`src/rtl/fir_pkg.sv`:
```
// Shared types and defaults for the FIR coefficient/sample sequencer.
package fir_pkg;

    localparam int unsigned DefDataWidth = 12;
    localparam int unsigned DefNTaps     = 9;

    typedef enum logic [1:0] {
        StIdle,
        StLoad,
        StStart,
        StBusy
    } state_e;

    // Symmetric odd-length filter: only half the taps (plus centre) are stored.
    function automatic int unsigned n_coeffs(input int unsigned n_taps);
        return (n_taps + 1) / 2;
    endfunction

endpackage

```
`src/rtl/fir_sequencer_if.sv`:
```
// Handshake and FIR-control bundle around the sequencer.
interface fir_sequencer_if
    import fir_pkg::*;
#(
    parameter int unsigned DataWidth = DefDataWidth
);
    logic                 cfg_valid;
    logic                 cfg_ready;
    logic [DataWidth-1:0] cfg_data;
    logic                 cfg_sym;
    logic                 s_valid;
    logic                 s_ready;
    logic [DataWidth-1:0] s_data;
    logic                 m_valid;
    logic                 m_ready;
    logic [DataWidth-1:0] m_data;
    logic                 fir_start;
    logic                 fir_lock;
    logic                 fir_coeff_load;
    logic                 fir_coeff_bit;
    logic                 fir_sym;
    logic [DataWidth-1:0] fir_x;
    logic                 fir_done;
    logic [DataWidth-1:0] fir_y;
    logic                 err;
    logic                 err_clr;

    // Environment side: upstream/downstream and the FIR core.
    modport master (
        output cfg_valid, cfg_data, cfg_sym, s_valid, s_data, m_ready, fir_done, fir_y, err_clr,
        input  cfg_ready, s_ready, m_valid, m_data, fir_start, fir_lock, fir_coeff_load,
               fir_coeff_bit, fir_sym, fir_x, err
    );

    // Sequencer side.
    modport slave (
        input  cfg_valid, cfg_data, cfg_sym, s_valid, s_data, m_ready, fir_done, fir_y, err_clr,
        output cfg_ready, s_ready, m_valid, m_data, fir_start, fir_lock, fir_coeff_load,
               fir_coeff_bit, fir_sym, fir_x, err
    );
endinterface

```
`src/rtl/fir_coeff_ser.sv`:
```
// Coefficient word serializer: MSB goes out on the accept cycle, the remaining
// bits follow one per cycle so back-to-back words form a gapless bit stream.
module fir_coeff_ser
    import fir_pkg::*;
#(
    parameter int unsigned DataWidth = DefDataWidth
) (
    input  logic                 clk,
    input  logic                 rstN,
    input  logic                 load_i,
    input  logic [DataWidth-1:0] data_i,
    output logic                 empty_o,
    output logic                 last_o,
    output logic                 active_o,
    output logic                 bit_o
);
    localparam int unsigned CntW = $clog2(DataWidth);

    logic [DataWidth-2:0] shift_q;
    logic [CntW-1:0]      cnt_q;

    // Output bit comes straight from the word on the accept cycle, else from the shifter.
    always_comb begin
        empty_o  = (cnt_q == '0);
        last_o   = (cnt_q == CntW'(1));
        active_o = load_i || !empty_o;
        bit_o    = load_i ? data_i[DataWidth-1] : (!empty_o && shift_q[DataWidth-2]);
    end

    // Shift register and remaining-bit counter.
    always_ff @(posedge clk or negedge rstN) begin
        if (!rstN) begin
            shift_q <= '0;
            cnt_q   <= '0;
        end else if (load_i) begin
            shift_q <= data_i[DataWidth-2:0];
            cnt_q   <= CntW'(DataWidth - 1);
        end else if (!empty_o) begin
            shift_q <= shift_q << 1;
            cnt_q   <= cnt_q - CntW'(1);
        end
    end
endmodule

```
`src/rtl/fir_sequencer.sv`:
```
// Sequences coefficient loads and sample runs into a bit-serial FIR core,
// with a BUSY watchdog and a single-entry output register.
module fir_sequencer
    import fir_pkg::*;
#(
    parameter int unsigned DataWidth     = DefDataWidth,
    parameter int unsigned NTaps         = DefNTaps,
    parameter int unsigned NCoeffs       = n_coeffs(NTaps),
    parameter int unsigned TimeoutCycles = 2 * NCoeffs * DataWidth
) (
    input logic            clk,
    input logic            rstN,
    fir_sequencer_if.slave bus
);
    localparam int unsigned WcntW = $clog2(NCoeffs + 1);
    localparam int unsigned WdogW = $clog2(TimeoutCycles + 1);

    state_e               state_q, state_d;
    logic [WcntW-1:0]     wcnt_q, wcnt_d;
    logic [WdogW-1:0]     wdog_q, wdog_d;
    logic [DataWidth-1:0] fir_x_q, fir_x_d;
    logic [DataWidth-1:0] m_data_q, m_data_d;
    logic                 m_valid_q, m_valid_d;
    logic                 fir_sym_q, fir_sym_d;
    logic                 err_q, err_d;
    logic                 live_q;
    logic                 cfg_ready, s_ready, cfg_acc, s_acc, timeout;
    logic                 ser_empty, ser_last, ser_active, ser_bit;

    fir_coeff_ser #(
        .DataWidth(DataWidth)
    ) u_ser (
        .clk     (clk),
        .rstN    (rstN),
        .load_i  (cfg_acc),
        .data_i  (bus.cfg_data),
        .empty_o (ser_empty),
        .last_o  (ser_last),
        .active_o(ser_active),
        .bit_o   (ser_bit)
    );

    // Handshake readiness; live_q keeps both readies low during and just after reset.
    always_comb begin
        cfg_ready = 1'b0;
        s_ready   = 1'b0;
        if (live_q) begin
            cfg_ready = ser_empty && ((state_q == StIdle) ||
                                      (state_q == StLoad && wcnt_q < WcntW'(NCoeffs)));
            s_ready   = (state_q == StIdle) && !bus.cfg_valid && (!m_valid_q || bus.m_ready);
        end
        cfg_acc = bus.cfg_valid && cfg_ready;
        s_acc   = bus.s_valid && s_ready;
        timeout = (state_q == StBusy) && !bus.fir_done && (wdog_q == WdogW'(TimeoutCycles - 1));
    end

    // Next-state, watchdog and datapath registers.
    always_comb begin
        state_d   = state_q;
        wcnt_d    = wcnt_q;
        wdog_d    = '0;
        fir_x_d   = fir_x_q;
        fir_sym_d = fir_sym_q;
        m_data_d  = m_data_q;
        m_valid_d = m_valid_q;
        err_d     = err_q;
        if (m_valid_q && bus.m_ready) m_valid_d = 1'b0;
        unique case (state_q)
            StIdle: begin
                if (cfg_acc) begin
                    state_d   = StLoad;
                    wcnt_d    = WcntW'(1);
                    fir_sym_d = bus.cfg_sym;
                end else if (s_acc) begin
                    state_d = StStart;
                    fir_x_d = bus.s_data;
                end
            end
            StLoad: begin
                if (cfg_acc) wcnt_d = wcnt_q + WcntW'(1);
                if (wcnt_q == WcntW'(NCoeffs) && ser_last) begin
                    state_d = StIdle;
                    wcnt_d  = '0;
                end
            end
            StStart: state_d = StBusy;
            StBusy: begin
                wdog_d = wdog_q + WdogW'(1);
                if (bus.fir_done) begin
                    state_d   = StIdle;
                    m_data_d  = bus.fir_y;
                    m_valid_d = 1'b1;
                end else if (timeout) begin
                    state_d = StIdle;
                end
            end
            default: state_d = StIdle;
        endcase
        // A timeout wins over a simultaneous clear.
        if (timeout) err_d = 1'b1;
        else if (bus.err_clr) err_d = 1'b0;
    end

    // State registers.
    always_ff @(posedge clk or negedge rstN) begin
        if (!rstN) begin
            state_q   <= StIdle;
            wcnt_q    <= '0;
            wdog_q    <= '0;
            fir_x_q   <= '0;
            fir_sym_q <= 1'b0;
            m_data_q  <= '0;
            m_valid_q <= 1'b0;
            err_q     <= 1'b0;
            live_q    <= 1'b0;
        end else begin
            state_q   <= state_d;
            wcnt_q    <= wcnt_d;
            wdog_q    <= wdog_d;
            fir_x_q   <= fir_x_d;
            fir_sym_q <= fir_sym_d;
            m_data_q  <= m_data_d;
            m_valid_q <= m_valid_d;
            err_q     <= err_d;
            live_q    <= 1'b1;
        end
    end

    assign bus.cfg_ready      = cfg_ready;
    assign bus.s_ready        = s_ready;
    assign bus.m_valid        = m_valid_q;
    assign bus.m_data         = m_data_q;
    assign bus.fir_start      = (state_q == StStart);
    assign bus.fir_lock       = (state_q != StBusy);
    assign bus.fir_coeff_load = ser_active;
    assign bus.fir_coeff_bit  = ser_active && ser_bit;
    assign bus.fir_sym        = fir_sym_q;
    assign bus.fir_x          = fir_x_q;
    assign bus.err            = err_q;
endmodule

```
`src/flat_wrapper.sv`:
```
// flat-port wrapper written by rule: the top's interface ports become plain ports
module fir_sequencer_flat import fir_pkg::*;
#(
    parameter int unsigned DataWidth     = DefDataWidth,
    parameter int unsigned NTaps         = DefNTaps,
    parameter int unsigned NCoeffs       = n_coeffs(NTaps),
    parameter int unsigned TimeoutCycles = 2 * NCoeffs * DataWidth
)
  (clk, rstN, bus_cfg_valid, bus_cfg_data, bus_cfg_sym, bus_s_valid, bus_s_data, bus_m_ready, bus_fir_done, bus_fir_y, bus_err_clr, bus_cfg_ready, bus_s_ready, bus_m_valid, bus_m_data, bus_fir_start, bus_fir_lock, bus_fir_coeff_load, bus_fir_coeff_bit, bus_fir_sym, bus_fir_x, bus_err);
  fir_sequencer_if #(.DataWidth(DataWidth)) bus_i ();
  input logic clk;
  input logic rstN;
  input wire logic [$bits(bus_i.cfg_valid)-1:0] bus_cfg_valid;
  input wire logic [$bits(bus_i.cfg_data)-1:0] bus_cfg_data;
  input wire logic [$bits(bus_i.cfg_sym)-1:0] bus_cfg_sym;
  input wire logic [$bits(bus_i.s_valid)-1:0] bus_s_valid;
  input wire logic [$bits(bus_i.s_data)-1:0] bus_s_data;
  input wire logic [$bits(bus_i.m_ready)-1:0] bus_m_ready;
  input wire logic [$bits(bus_i.fir_done)-1:0] bus_fir_done;
  input wire logic [$bits(bus_i.fir_y)-1:0] bus_fir_y;
  input wire logic [$bits(bus_i.err_clr)-1:0] bus_err_clr;
  output wire logic [$bits(bus_i.cfg_ready)-1:0] bus_cfg_ready;
  output wire logic [$bits(bus_i.s_ready)-1:0] bus_s_ready;
  output wire logic [$bits(bus_i.m_valid)-1:0] bus_m_valid;
  output wire logic [$bits(bus_i.m_data)-1:0] bus_m_data;
  output wire logic [$bits(bus_i.fir_start)-1:0] bus_fir_start;
  output wire logic [$bits(bus_i.fir_lock)-1:0] bus_fir_lock;
  output wire logic [$bits(bus_i.fir_coeff_load)-1:0] bus_fir_coeff_load;
  output wire logic [$bits(bus_i.fir_coeff_bit)-1:0] bus_fir_coeff_bit;
  output wire logic [$bits(bus_i.fir_sym)-1:0] bus_fir_sym;
  output wire logic [$bits(bus_i.fir_x)-1:0] bus_fir_x;
  output wire logic [$bits(bus_i.err)-1:0] bus_err;
  assign bus_i.cfg_valid = bus_cfg_valid;
  assign bus_i.cfg_data = bus_cfg_data;
  assign bus_i.cfg_sym = bus_cfg_sym;
  assign bus_i.s_valid = bus_s_valid;
  assign bus_i.s_data = bus_s_data;
  assign bus_i.m_ready = bus_m_ready;
  assign bus_i.fir_done = bus_fir_done;
  assign bus_i.fir_y = bus_fir_y;
  assign bus_i.err_clr = bus_err_clr;
  assign bus_cfg_ready = bus_i.cfg_ready;
  assign bus_s_ready = bus_i.s_ready;
  assign bus_m_valid = bus_i.m_valid;
  assign bus_m_data = bus_i.m_data;
  assign bus_fir_start = bus_i.fir_start;
  assign bus_fir_lock = bus_i.fir_lock;
  assign bus_fir_coeff_load = bus_i.fir_coeff_load;
  assign bus_fir_coeff_bit = bus_i.fir_coeff_bit;
  assign bus_fir_sym = bus_i.fir_sym;
  assign bus_fir_x = bus_i.fir_x;
  assign bus_err = bus_i.err;
  fir_sequencer #(.DataWidth(DataWidth), .NTaps(NTaps), .NCoeffs(NCoeffs), .TimeoutCycles(TimeoutCycles)) u_core (.clk(clk), .rstN(rstN), .bus(bus_i));
endmodule
```
`config.mk`:
```
export PLATFORM = sky130hd
export DESIGN_NAME = fir_sequencer_flat
export DESIGN_NICKNAME = d
export VERILOG_FILES = /design/src/rtl/fir_pkg.sv /design/src/rtl/fir_sequencer_if.sv /design/src/rtl/fir_coeff_ser.sv /design/src/rtl/fir_sequencer.sv /design/src/flat_wrapper.sv
export SDC_FILE = /design/constraint.sdc
export NUM_CORES = 1
export LEC_CHECK = 0
export ABC_AREA = 1
export CAP_MARGIN = 20
export CORE_UTILIZATION = 38
export DETAILED_ROUTE_END_ITERATION = 16
export MAX_ROUTING_LAYER = met4
export PLACE_DENSITY = 0.67
export SYNTH_ARGS = -nofsm -noshare
export SYNTH_HDL_FRONTEND = slang
export SYNTH_SLANG_ARGS = --single-unit
```
`constraint.sdc`:
```
create_clock -name clk -period 2.1 [get_ports clk]
set_input_delay 0.42 -clock clk [delete_from_list [all_inputs] [get_ports clk]]
set_output_delay 0.42 -clock clk [all_outputs]
set_load 0.03 [all_outputs]
```
==> run summary <==
ROUTE
-------------------------------------------------------------------------------------
Number of vias after detailed routing ..................................         2055
Routed WL ..............................................................      5500 um
Vias per Instance ......................................................         4.76
1st-iter DRT viols .....................................................           70
Number of optimization iterations in the first detailed-route pass .....            4
DRC violations left ....................................................            0
Detail-routed net length per standard cell .............................      12.7 um
Final antenna-violating net count ......................................            0

GLOBAL ROUTING
-------------------------------------------------------------------------------------
Number of antenna violations at the first check in global routing ......            0
Global-route wire length before repair .................................      9320 um
Final global-route overflow total ......................................            0
Global-route usage over all layers .....................................        17.3%
Largest net degree at the start of global routing ......................           33
Vias in the first global route .........................................         2013

FINAL LAYOUT
-------------------------------------------------------------------------------------
Antenna fix cells ......................................................            0
Most common library cell in the layout ignoring fill and taps .......... clkdlybuf4s50_1
Final cell count without fillers .......................................          432
Post-layout net count ..................................................          403
Multi-input combinational cell area .................................... 0.00101 sq mm
Top library cells by usage in the layout, fill and taps aside .......... clkdlybuf4s50_1 (70), nand2_1 (61), dfrtp_1 (54), nand3_1 (32), inv_1 (28)
Footprint of the flip-flops and latches ................................ 0.00138 sq mm
Share of the core filled with cells ....................................        55.4%
Ratio of cells with drive above 1 in the final layout ..................        14.4%
Fillcell total .........................................................          601
Synthesis-to-layout area growth ........................................        39.8%

STA
-------------------------------------------------------------------------------------
Transition time at the pin with the least slew margin ..................     0.574 ns
Setup_tns ..............................................................         0 ns
Max-slew headroom ......................................................        61.7%
Final critical delay including setup and external delays ...............      2.06 ns
Max Transition Viols Final .............................................            0
Final Hold Violating Endpoints .........................................            0
Final setup skew .......................................................   0.00956 ns
Final cycle utilization of the critical path ...........................        98.2%
Setup repair after global routing missed its margin ....................         true
Final Setup Violations .................................................            0
Max frequency ..........................................................      485 MHz

LOGIC SYNTHESIS
-------------------------------------------------------------------------------------
Sequential area share after synthesis ..................................        54.4%
Post-Synthesis Cells ...................................................          269
Synth top area share ...................................................        54.4%
Yosys warning total ....................................................            0
Mean instance size in the synthesized netlist ..........................   9.41 sq um
Nets in the synthesized netlist ........................................          318
Cells taking the most area after synthesis ............................. dfrtp_1 (54%), nand2_1 (9.0%), nand3_1 (6.3%)
Cell area after technology mapping ..................................... 0.00253 sq mm
Cell type contributing the most total cell area after synthesis ........      dfrtp_1
Count of cell types in the netlist .....................................           32
Post-synthesis sequential element count ................................           55

POWER AND IR DROP
-------------------------------------------------------------------------------------
Power density normalized to cell area .................................. 1320 mW/mm^2
Leak ...................................................................   0.00173 uW
Maximum vdd ir drop ....................................................     0.703 mV
Overall power of the completed layout ..................................      4670 uW

FLOORPLANNING
-------------------------------------------------------------------------------------
Width of the chip ......................................................      83.6 um
Floorplan core area .................................................... 0.00639 sq mm
Number of placed I/O pins ..............................................           77
Row count ..............................................................           29
Initial core utilization ...............................................        39.6%
Area of the die ........................................................ 0.00699 sq mm
Vertical die dimension .................................................      83.6 um

PLACE
-------------------------------------------------------------------------------------
Number of buffer cells added on primary ports ..........................           76
Detailed placement HPWL ................................................      3980 um
Post-placement cell count ..............................................          421
Final GP Congestion ....................................................        0.801

WORST HOLD PATH
-------------------------------------------------------------------------------------
Worst hold-check path type ............................................. primary input to async pin

CRITICAL PATH
-------------------------------------------------------------------------------------
Critical path capture point type ....................................... primary output
Worst r2r path cells ...................................................            8
Start point of the critical path ....................................... u_core.u_ser.cnt_q[0]$_DFFE_PN0P_
Worst Setup Path Type .................................................. flip-flop to primary output
Data arrival at the endpoint of the critical path ......................      1.64 ns
Start of the worst register-to-register path ........................... u_core.u_ser.cnt_q[0]$_DFFE_PN0P_
Sort of element at the start of the critical path ......................    flip-flop
Capturing point of the worst reg2reg path .............................. u_core.bus.fir_sym$_DFFE_PN0P_
Data required time of the critical path ................................      1.68 ns
Setup slack of the worst register-to-register path .....................      0.58 ns
Largest fanout on the critical path ....................................            6

CTS
-------------------------------------------------------------------------------------
Clock tree root buffer cell ............................................     clkbuf_8
Clock-pin slew of the registers on the worst-case setup and hold paths .      0.10 ns
Latest clock arrival within the worst-skew pair ........................      0.31 ns
# clock sinks ..........................................................           55
Depth of the CTS H-tree ................................................            2
Clock tree from TritonCTS ..............................................         done
Maximum count of clock buffers along a single path .....................            2
Number of buffers created by CTS .......................................            5

STATUS
-------------------------------------------------------------------------------------
Outcome ................................................................    completed

JOB
-------------------------------------------------------------------------------------
Number of maximum-capacitance constraint violations ....................            0

how the worst max path moves through the flow:
| stage | cells past startpoint | to |
|---|---|---|
| 2_1_floorplan | 9 | bus_fir_coeff_bit |
| 3_3_place_gp | 6 | bus_fir_coeff_bit |
| 3_5_place_dp | 6 | bus_fir_coeff_bit |
| 4_1_cts | 9 | bus_fir_coeff_bit |
| 5_1_grt | 9 | bus_fir_coeff_bit |
| 6_report | 9 | bus_fir_coeff_bit |
worst max-delay path: stages, from the launching register on:
cell	delay, ns
dfrtp_1	0.42
inv_2	0.10
ha_4	0.16
nand2_4	0.06
nor2_4	0.13
nand3_4	0.11
inv_2	0.08
nand2_1	0.05
nand2_1	0.09
buf_6	0.14
flip-flops by register name, summed over array words and instances, names as in the netlist:
register / flops
u_core.wcnt_q: 3
u_core.bus.fir_x: 12
u_core.state_q: 2
u_core.live_q: 1
u_core.u_ser.shift_q: 11
u_core.u_ser.cnt_q: 4
u_core.bus.m_data: 12
u_core.bus.fir_sym: 1
u_core.wdog_q: 7
u_core.bus.m_valid: 1
u_core.bus.err: 1
what timing repair did:
item | 4_1_cts | 5_1_grt
hold buffers | 0 | 0
gates resized for setup | 5 | 5
gates cloned | 0 | 0
endpoints found under the hold margin | 0 | 0
buffers inserted | 0 | 3
endpoints found under the setup margin | 3 | 2
pin swaps | 0 | 3
metal layers:
metal  track usage, %  wire length (um)  up-vias
met5                -                 0        -
met1             23.2              2550      956
met2             25.2              2550       64
met3             4.85               335        4
li1                 -                 -     1031
met4             6.01                58        0
synth_stat cells, drive strengths merged:
cell type,number
a21o,1
a21oi,4
a31oi,1
and2,1
and3,2
buf,7
clkbuf,1
clkinv,1
conb,1
dfrtp,55
ha,5
inv,32
mux2,12
nand2,64
nand3,33
nand4,4
nor2,17
nor3,2
o211ai,1
o21ai,23
xor2,2
cell families after synthesis:
| logic type | count (synthesis) | synth area share [%] |
|---|---|---|
| compound gates | 30 | 6.18 |
| xor+xnor | 2 | 0.692 |
| fa+ha+maj | 5 | 2.47 |
| buf+inv | 41 | 7.07 |
| flops | 55 | 54.4 |
| mux | 12 | 6.67 |
| other cells | 1 | 0.148 |
| simple gates | 123 | 22.4 |
final cells by class:
cell class | instances | area share (%)
flip-flops and latches | 55 | 38.9
inverters | 33 | 3.53
multi-input cells | 173 | 28.4
clock inverters | 2 | 0.460
well taps | 77 | 2.72
clock buffers | 6 | 2.33
repair buffers | 86 | 23.6
stage by stage:
stage	hold WS (ns)	instance area, sq um	worst slack (ns)
after global placement	0.447	3380	0.158
after detailed placement	0.457	3380	0.156
final	0.0949	3540	0.0374
after CTS	0.109	3500	0.00721
after floorplan	0.124	2530	0.276
after global routing	0.132	3540	-0.0689
where the power goes:
| part | switching [uW] | total (uW) | leakage (uW) | internal, uW |
|---|---|---|---|---|
| clock | 353 | 623 | 0.0000474 | 270 |
| sequential | 283 | 1730 | 0.000706 | 1450 |
| combinational | 1280 | 2310 | 0.000979 | 1040 |
| total | 1910 | 4670 | 0.00173 | 2760 |
Note: power is estimated with default switching activity, not from simulation.
